`src/rtl/bus_delay_pkg.sv`:
```
`default_nettype none
// ============================================================================
// Module   : bus_delay_pkg
// Purpose  : Shared constants and helpers for the programmable bus delay line.
// Revision : 1.0 - initial release
// ============================================================================
package bus_delay_pkg;

    // Every data bit of a stage clears to this value on reset.
    localparam logic c_reset_data_bit = 1'b0;

    // Width of a field able to hold any delay from 0 to max_delay inclusive.
    function automatic int calc_dw(input int max_delay);
        return $clog2(max_delay + 1);
    endfunction

endpackage : bus_delay_pkg
`default_nettype wire

```
`src/rtl/bus_delay_line_delay_stage.sv`:
```
`default_nettype none
// ============================================================================
// Module   : delay_stage
// Purpose  : One {valid, data} register of the delay line with advance/hold
//            and a synchronous valid clear used for flushing.
// Revision : 1.0 - initial release
// ============================================================================
module delay_stage
    import bus_delay_pkg::*;
#(
    parameter int WIDTH = 10
) (
    input  logic             clk,
    input  logic             rst,
    input  logic             shift_en,
    input  logic             flush,
    input  logic             d_valid,
    input  logic [WIDTH-1:0] d_data,
    output logic             q_valid,
    output logic [WIDTH-1:0] q_data
);

    logic             r_valid;
    logic [WIDTH-1:0] r_data;

    // A flush drops only the valid flag; stale data stays visible on the tap.
    always_ff @(posedge clk) begin
        if (rst) begin
            r_valid <= 1'b0;
            r_data  <= {WIDTH{c_reset_data_bit}};
        end else if (flush) begin
            r_valid <= 1'b0;
        end else if (shift_en) begin
            r_valid <= d_valid;
            r_data  <= d_data;
        end
    end

    assign q_valid = r_valid;
    assign q_data  = r_data;

endmodule : delay_stage
`default_nettype wire

```
`src/rtl/bus_delay_line.sv`:
```
`default_nettype none
// ============================================================================
// Module   : bus_delay_line
// Purpose  : Programmable-depth bus delay line with valid tracking, stall,
//            run-time delay reload/flush and reload error reporting.
//            Optional occupancy output enabled by BUS_DELAY_OCCUPANCY_EN.
// Revision : 1.0 - initial release
// ============================================================================
module bus_delay_line
    import bus_delay_pkg::*;
#(
    parameter int WIDTH         = 10,
    parameter int MAX_DELAY     = 8,
    parameter int DEFAULT_DELAY = 4,
    parameter int DW            = calc_dw(MAX_DELAY)
) (
    input  logic             clk,
    input  logic             rst,
    input  logic             en,
    input  logic             in_valid,
    input  logic [WIDTH-1:0] in_data,
    input  logic             cfg_load,
    input  logic [DW-1:0]    cfg_delay,
    output logic             out_valid,
    output logic [WIDTH-1:0] out_data,
    output logic [DW-1:0]    cur_delay,
    output logic             cfg_err
`ifdef BUS_DELAY_OCCUPANCY_EN
    ,
    output logic [DW-1:0]    occupancy
`endif
);

    generate
        if (DEFAULT_DELAY > MAX_DELAY || DEFAULT_DELAY < 0) begin : g_chk_default
            $error("bus_delay_line: DEFAULT_DELAY must lie in 0..MAX_DELAY");
        end
        if (WIDTH < 1 || MAX_DELAY < 1) begin : g_chk_size
            $error("bus_delay_line: WIDTH and MAX_DELAY must be >= 1");
        end
    endgenerate

    logic [DW-1:0]    r_cur_delay;
    logic             r_cfg_err;
    logic             w_cfg_ok;
    logic             w_accept;
    logic             w_shift;
    logic             w_tap_valid;
    logic [WIDTH-1:0] w_tap_data;
    logic             w_raw_valid;

    // Index 0 is the live input; index k is the output of stage k.
    logic             w_sv [0:MAX_DELAY];
    logic [WIDTH-1:0] w_sd [0:MAX_DELAY];

    assign w_cfg_ok = (cfg_delay <= DW'(MAX_DELAY));
    assign w_accept = cfg_load & w_cfg_ok;
    // A rejected reload must not disturb the stream, so only accepted ones stall.
    assign w_shift  = en & ~w_accept;

    assign w_sv[0] = in_valid;
    assign w_sd[0] = in_data;

    generate
        for (genvar k = 1; k <= MAX_DELAY; k++) begin : g_stage
            delay_stage #(
                .WIDTH (WIDTH)
            ) u_stage (
                .clk      (clk),
                .rst      (rst),
                .shift_en (w_shift),
                .flush    (w_accept),
                .d_valid  (w_sv[k-1]),
                .d_data   (w_sd[k-1]),
                .q_valid  (w_sv[k]),
                .q_data   (w_sd[k])
            );
        end
    endgenerate

    always_comb begin
        w_tap_valid = 1'b0;
        w_tap_data  = {WIDTH{c_reset_data_bit}};
        for (int k = 1; k <= MAX_DELAY; k++) begin
            if (r_cur_delay == DW'(k)) begin
                w_tap_valid = w_sv[k];
                w_tap_data  = w_sd[k];
            end
        end
    end

    always_comb begin
        w_raw_valid = w_tap_valid;
        out_data    = w_tap_data;
        if (r_cur_delay == '0) begin
            w_raw_valid = in_valid;
            out_data    = in_data;
        end
    end

    // Words leave only on advancing cycles, and never while a reload flushes.
    assign out_valid = w_raw_valid & en & ~w_accept;

    always_ff @(posedge clk) begin
        if (rst) begin
            r_cur_delay <= DW'(DEFAULT_DELAY);
            r_cfg_err   <= 1'b0;
        end else begin
            r_cfg_err <= cfg_load & ~w_cfg_ok;
            if (w_accept) begin
                r_cur_delay <= cfg_delay;
            end
        end
    end

    assign cur_delay = r_cur_delay;
    assign cfg_err   = r_cfg_err;

`ifdef BUS_DELAY_OCCUPANCY_EN
    logic [DW-1:0] r_occupancy;
    logic          w_occ_inc;
    logic          w_occ_dec;
    logic          w_tap_active;

    assign w_tap_active = (r_cur_delay != '0);
    // A word entering alongside a rejected reload is still in flight, so count it.
    assign w_occ_inc    = w_shift & in_valid & w_tap_active;
    assign w_occ_dec    = out_valid & w_tap_active;

    always_ff @(posedge clk) begin
        if (rst || w_accept) begin
            r_occupancy <= '0;
        end else if (w_occ_inc && !w_occ_dec) begin
            r_occupancy <= r_occupancy + 1'b1;
        end else if (w_occ_dec && !w_occ_inc) begin
            r_occupancy <= r_occupancy - 1'b1;
        end
    end

    assign occupancy = r_occupancy;
`endif

endmodule : bus_delay_line
`default_nettype wire

```
`config.mk`:
```
export PLATFORM = sky130hd
export DESIGN_NAME = bus_delay_line
export DESIGN_NICKNAME = d
export VERILOG_FILES = /design/src/rtl/bus_delay_pkg.sv /design/src/rtl/bus_delay_line_delay_stage.sv /design/src/rtl/bus_delay_line.sv
export SDC_FILE = /design/constraint.sdc
export NUM_CORES = 1
export LEC_CHECK = 0
export ABC_AREA = 1
export BUFFER_PORTS_ARGS = -buffer_cell sky130_fd_sc_hd__buf_2
export CAP_MARGIN = 5
export CORE_UTILIZATION = 30
export CTS_CLUSTER_SIZE = 8
export DETAILED_ROUTE_END_ITERATION = 7
export SYNTH_ARGS = -nofsm -noshare
export SYNTH_HDL_FRONTEND = slang
export SYNTH_SLANG_ARGS = --single-unit
```
`constraint.sdc`:
```
create_clock -name clk -period 4.1 [get_ports clk]
set_clock_uncertainty 0.1 [all_clocks]
set_input_delay 0.41 -clock clk [delete_from_list [all_inputs] [get_ports clk]]
set_output_delay 0.41 -clock clk [all_outputs]
set_load 0.01 [all_outputs]
```
==> results of run 1 <==
[cell usage in the layout (no fill, tap or decap), types with 6 or more instances in the layout]
cell,n
nand2_1,74
inv_1,29
buf_2,34
or2_2,6
buf_4,8
dfxtp_1,93
clkbuf_16,9
nand4_1,10
o21ai_0,95
nor2_1,160
nand3_1,36
a21oi_1,32
[report_power, final]
| group | switching [uW] | internal (uW) | total (uW) | leakage (uW) |
|---|---|---|---|---|
| registers | 44.3 | 970 | 1010 | 0.000767 |
| logic | 179 | 88.7 | 268 | 0.00112 |
| clock network | 351 | 569 | 919 | 0.000156 |
| total | 574 | 1630 | 2200 | 0.00204 |
[metrics by stage]
step / worst slack (ns) / total power (uW) / instance area, um2 / utilization (%)
after global routing: 0.982 / 2310 / 4650 / 35.0
after detailed placement: 1.62 / 1300 / 4330 / 32.5
final: 1.20 / 2200 / 4650 / 35.0
after global placement: 1.63 / 1290 / 4330 / 32.5
after floorplan: 2.34 / 1220 / 4090 / -
after CTS: 1.25 / 2220 / 4650 / 35.0
[registers in the layout (all words and copies together) (netlist names)]
signal / flops
g_stage.u_stage.q_data: 80
g_stage.u_stage.q_valid: 8
cur_delay: 4
cfg_err: 1
[synth_stat cells]
master,n
nor3_1,3
buf_6,9
nor2_8,1
or2_2,6
clkbuf_1,16
inv_1,30
nand4_1,10
buf_2,8
a21oi_1,32
o211ai_1,1
nand2_4,1
o21ai_0,95
nand3_1,36
a21oi_2,2
dfxtp_1,93
o21ai_1,3
inv_4,1
nand2_2,1
nand2_1,74
nor2_1,160
buf_4,2
inv_2,1
clkinv_1,1
[worst paths after layout]
kind         slack, ns                      endpoint  cells after the start
max               1.20                     out_valid                     10
min               0.17                       cfg_err                      2
max reg2reg       3.27                  cur_delay[1]                      2
min reg2reg       0.38  g_stage[5].u_stage.q_data[5]                      2
[cell type report]
class                   instances  area share [%]
clock buffers                  13            5.59
flip-flops and latches         93            40.0
inverters                      33            2.72
repair buffers                 42            4.95
clock inverters                 3            1.45
well taps                     176            4.73
multi-input cells             425            40.5
[routing by layer]
metal | up-vias | wire (um)
met3 | 11 | 667
met2 | 126 | 4770
met5 | - | 0
met4 | 0 | 161
li1 | 1929 | -
met1 | 1739 | 5060
[kinds of logic after synthesis]
group | count (synthesis) | share of synthesized area (%)
compound gates | 133 | 16.5
flops | 93 | 45.5
buf+inv | 68 | 8.38
simple gates | 292 | 29.6
==> reports/metrics.csv, run 1 <==
metric;value;unit
syn avg cell area;6.98;um2
sequential area share after synthesis;45.5;%
Hold Startpoint;rst;
GRT Residual Overflow;0;
post-synth top area cell;dfxtp_1;
syn nets;605;
GRT Util Overall;15.9;%
CP required;3.59;ns
DRC;0;
Sinks on Clock Net;93;
GPL Wtd Cong;0.782;
VDD IR max;0.368;mV
Cells after Synth;586;
largest net degree at the start of global routing;89;
row count;42;
crit-path max FO;11;
Top delay family on crit path;simple AND/OR/NAND/NOR gates;
root buf cell;clkbuf_16;
cell area after synthesis;4090;um2
worst-margin pin slew;1.11;ns
Placed Cells;769;
die area;14100;um2
grt peak-use layer;met2;
dpl hpwl;6530;um
area of the multi-input gates;1890;um2
Vias;3805;
CTS tree;yes;
CTS Hold Bufs;0;
DR WL/cell;13.6;um
fin nets;623;
post-cts resize count;0;
Peak Freq;344;MHz
#FFs+latches synth;93;
die height;119;um
period utilisation layout;70.8;%
setup violators final;0;
type of origin of the critical path;register;
antenna fix cells;0;
Non-Filler Instances;785;
critical path capture point type;output port;
core area;13300;um2
share of the synthesized area in the top cell type;45.5;%
Slew headroom;25.7;%
clk slew on worst S/H paths;0.06;ns
data arrival time of the worst path;2.39;ns
initial antenna violation count;0;
Crit Path Class;register to output port;
unrepaired setup endpoints after global routing;false;
worst path buffer plus inverter count;3;
register area;1860;um2
vias per inst;4.85;
global-route wire length before repair;18000;um
Setup TNS;0;ns
CTS max path bufs;2;
Hold Worst Slack;0.169;ns
leak pwr;0.00204;uW
Warnings, synthesis;0;
HP Class;primary input to register;
count of final hold-check violations;0;
Synth cell types;23;
max incr delay on CP;0.85;ns
critical path cell sequence;inv_1, nand2_1, nor2_1, nand2_1, nand3_1, nand2_1, nand3_1, nand2_1, inv_1, buf_2;
Area growth syn-to-layout;13.7;%
Critical R2R Launch;cur_delay[1];
Slew Viols, Final;0;
1st-iter DRT viols;358;
CP max stage cell;nor2_1;
I/O pins;35;
status;finished clean;
initial core utilization;30.8;%
crit path time final;2.90;ns
top cells by area, synth;dfxtp_1, nor2_1, o21ai_0;
IO buf count;34;
First-pass DRT Iterations;5;
vias in the first global route;3675;
Final ANT Viol Nets;0;
grt met1 use;21.3;%
clock latency on the worst-skew pair;0.34;ns
Pwr Density;473;nW/um2
crit path from;cur_delay[0];
max-cap viol count;0;
most frequent CP cell;nand2_1;
H-tree lvl count;3;
fill count;1410;
Setup Buffers After CTS;0;
total CTS buffers;9;
routed wire length;10700;um
die extent in x;119;um
met2 usage;25.6;%
M3 GR Usage;3.52;%
fraction of layout cells with a size suffix above 1;11.3;%
(Power assumes the default switching activity.)
==> run 2, diff against run 1 <==
Settings changed: ABC_AREA 1 to 0.
Clock period 4.1 ns to 2.34 ns, I/O delays scaled along.
==> run 2 against run 1 <==
Die area rose by 6.9%. Routed wire length down 6.7%. Worst hold slack got worse by 0.12 ns. Critical path type unchanged. Highest routed layer unchanged.
==> reports/metrics.csv, run 2 <==
metric;value;unit;change
status;finished clean;;
dpl hpwl;6620;um;+1.4%
fraction of layout cells with a size suffix above 1;16.9;%;+5.6 points
met3 wire len;363;um;-46%
Commonest cells post-synth;mux2i_1, nor2_1, dfxtp_1, nand2_1, o22ai_1;;
Crit Path Class;register to output port;;
antenna fix cells;0;;unchanged
data arrival time of the worst path;1.91;ns;-0.48 ns
ys flop type;dfxtp_1;;
IO buf count;34;;unchanged
initial antenna violation count;0;;unchanged
clock latency on the worst-skew pair;0.34;ns;about the same
count of final hold-check violations;0;;unchanged
max-cap viol count;0;;unchanged
Worst Hold Path EP;g_stage[1].u_stage.q_data[7];;
Slew headroom;73.1;%;+47 points
Synth cell types;45;;+96%
met2 WL post-DR;4560;um;-4.5%
DR WL/cell;15.0;um;+10%
ys async rst share;0;%;unchanged
leak pwr;0.00206;uW;+0.84%
setup violators final;0;;unchanged
Total Power;3740;uW;+70%
GRT Util Overall;14.1;%;-1.8 points
commonest non-fill, non-tap cell in the layout;mux2i_1;;
crit-path max FO;8;;-3
crit path from;cur_delay[1];;
Non-Filler Instances;664;;-15%
DRC;0;;unchanged
row count;43;;+2.4%
Slew Viols, Final;0;;unchanged
core area;14000;um2;+5.6%
H-tree lvl count;3;;unchanged
cell area after synthesis;4380;um2;+7.0%
Warnings, synthesis;0;;unchanged
Pwr Density;727;nW/um2;+54%
clk slew on worst S/H paths;0.06;ns;about the same
dpl ws;0.286;ns;-1.34 ns
top cells by area, synth;dfxtp_1, mux2i_1, nor2_1;;
VDD IR max;0.372;mV;+0.83%
total CTS buffers;9;;unchanged
Worst R2R Setup Slack;0.91;ns;-2.36 ns
post-synth top area cell;dfxtp_1;;
share of the synthesized area in the top cell type;42.5;%;-3.0 points
Finished Cell Area;5140;um2;+11%
Post-synth EDFFs;0;;unchanged
vias in the first global route;3345;;-9.0%
period utilisation layout;95.8;%;
Final WS setup;0.0987;ns;-1.10 ns
Critical R2R Launch;cur_delay[3];;
syn nets;468;;-23%
syn avg cell area;9.75;um2;+40%
uppermost layer routed;met4;;
Final ANT Viol Nets;0;;unchanged
worst-margin pin slew;0.403;ns;-0.707 ns
I/O pins;35;;unchanged
fin nets;498;;-20%
Setup TNS;0;ns;unchanged
Vias;3346;;-12%
Placed Cells;644;;-16%
GPL Wtd Cong;0.802;;+2.6%
Cells after Synth;449;;-23%
#FFs+latches synth;93;;unchanged
type of origin of the critical path;register;;
1st-iter DRT viols;166;;-54%
most frequent cells in the layout;mux2i_1, nor2_1, dfxtp_1;;
First-pass DRT Iterations;4;;-1
HP Class;primary input to register;;
root buf cell;clkbuf_16;;
routed wire length;9940;um;-6.7%
CP required;2.01;ns;-1.58 ns
CTS max path bufs;2;;unchanged
CTS tree;yes;;
unrepaired setup endpoints after global routing;false;;
Peak Freq;446;MHz;
sequential area share after synthesis;42.5;%;-3.0 points
global-route wire length before repair;16300;um;-9.3%
initial core utilization;31.2;%;+0.41 points
Area growth syn-to-layout;17.4;%;
critical path capture point type;output port;;
crit path time final;2.24;ns;
Hold Startpoint;in_data[7];;
Sinks on Clock Net;93;;unchanged
GRT Residual Overflow;0;;unchanged
largest net degree at the start of global routing;42;;-53%
WL met1;4830;um;-4.6%
Hold Path Depth;3;;+1
depth of the worst register-to-register path;3;;+1
die area;15100;um2;+6.9%
vias per inst;5.04;;+4.0%
most frequent cell after synthesis;mux2i_1;;
die height;123;um;+3.4%
worst r2r dst;cur_delay[3];;
die extent in x;123;um;+3.4%
max FFs per register;80;;unchanged
Placed Instance Area;4690;um2;+8.3%
==> run 2: cell types whose count changed after synthesis, moves of 26 or more <==
cell and delta:
mux2i_1 +112, o21ai_0 -86, nor2_1 -65, nand2_1 -63, nand3_1 -35, inv_1 -26
==> run 2: cell type report <==
cell class	instances	area [um2]
Clock buffer	13	270
Clock inverter	3	90.1
Fill cell	1415	8900
Inverter	4	15.0
Multi-Input combinational cell	317	2290
Sequential cell	93	1870
Tap cell	180	225
Timing Repair Buffer	54	384
==> run 2: per-stage QoR <==
step | utilization, % | hold slack [ns]
after floorplan | - | 0.251
after global placement | 33.4 | 0.373
after detailed placement | 33.4 | 0.385
after CTS | 36.1 | 0.0346
after global routing | 36.6 | 0.0619
final | 36.6 | 0.0457
==> run 2: layer usage <==
layer	GRT usage [%]	vias up
met1	18.2	1624
met3	3.67	17
met4	5.11	0
met2	22.5	65
met5	0	-
li1	-	1640
==> run 2: how the worst max path moves through the flow <==
| stage | endpoint | slack (ns) |
|---|---|---|
| 6_report | out_data[5] | 0.1 |
| 4_1_cts | out_valid | 0.0004 |
| 3_5_place_dp | out_data[4] | 0.29 |
| 3_3_place_gp | out_data[1] | 0.38 |
| 5_1_grt | out_data[7] | 0.0007 |
| 2_1_floorplan | out_valid | 0.58 |
==> run 2: timing repair <==
item | 4_1_cts | 5_1_grt
setup buffers | 0 | 4
pin swaps | 1 | 1
endpoints found under the setup margin | 6 | 7
gates resized for setup | 5 | 12
hold buffers | 0 | 0
endpoints found under the hold margin | 0 | 0
==> run 2: power by group <==
part           switching (uW)  total (uW)  internal [uW]  leakage, uW
Combinational             219         391            172      0.00113
Clock                     585        1720           1130     0.000176
Sequential               23.3        1630           1610     0.000753
Total                     827        3740           2910      0.00206
==> run 2: kinds of logic after synthesis <==
logic type	Yosys count	synth area share [%]
muxes	119	27.7
and+or+nand+nor	134	13.8
buffers and inverters	39	5.94
AOI/OAI and AO/OA	64	10.1
DFF	93	42.5
==> run 2: worst max-delay path: stages (launching register included) <==
cell      delay (ns)
dfxtp_2         0.33
buf_6           0.13
buf_12          0.13
or3b_4          0.39
o22ai_1         0.15
o221ai_1        0.15
o211ai_1        0.13
buf_2           0.16
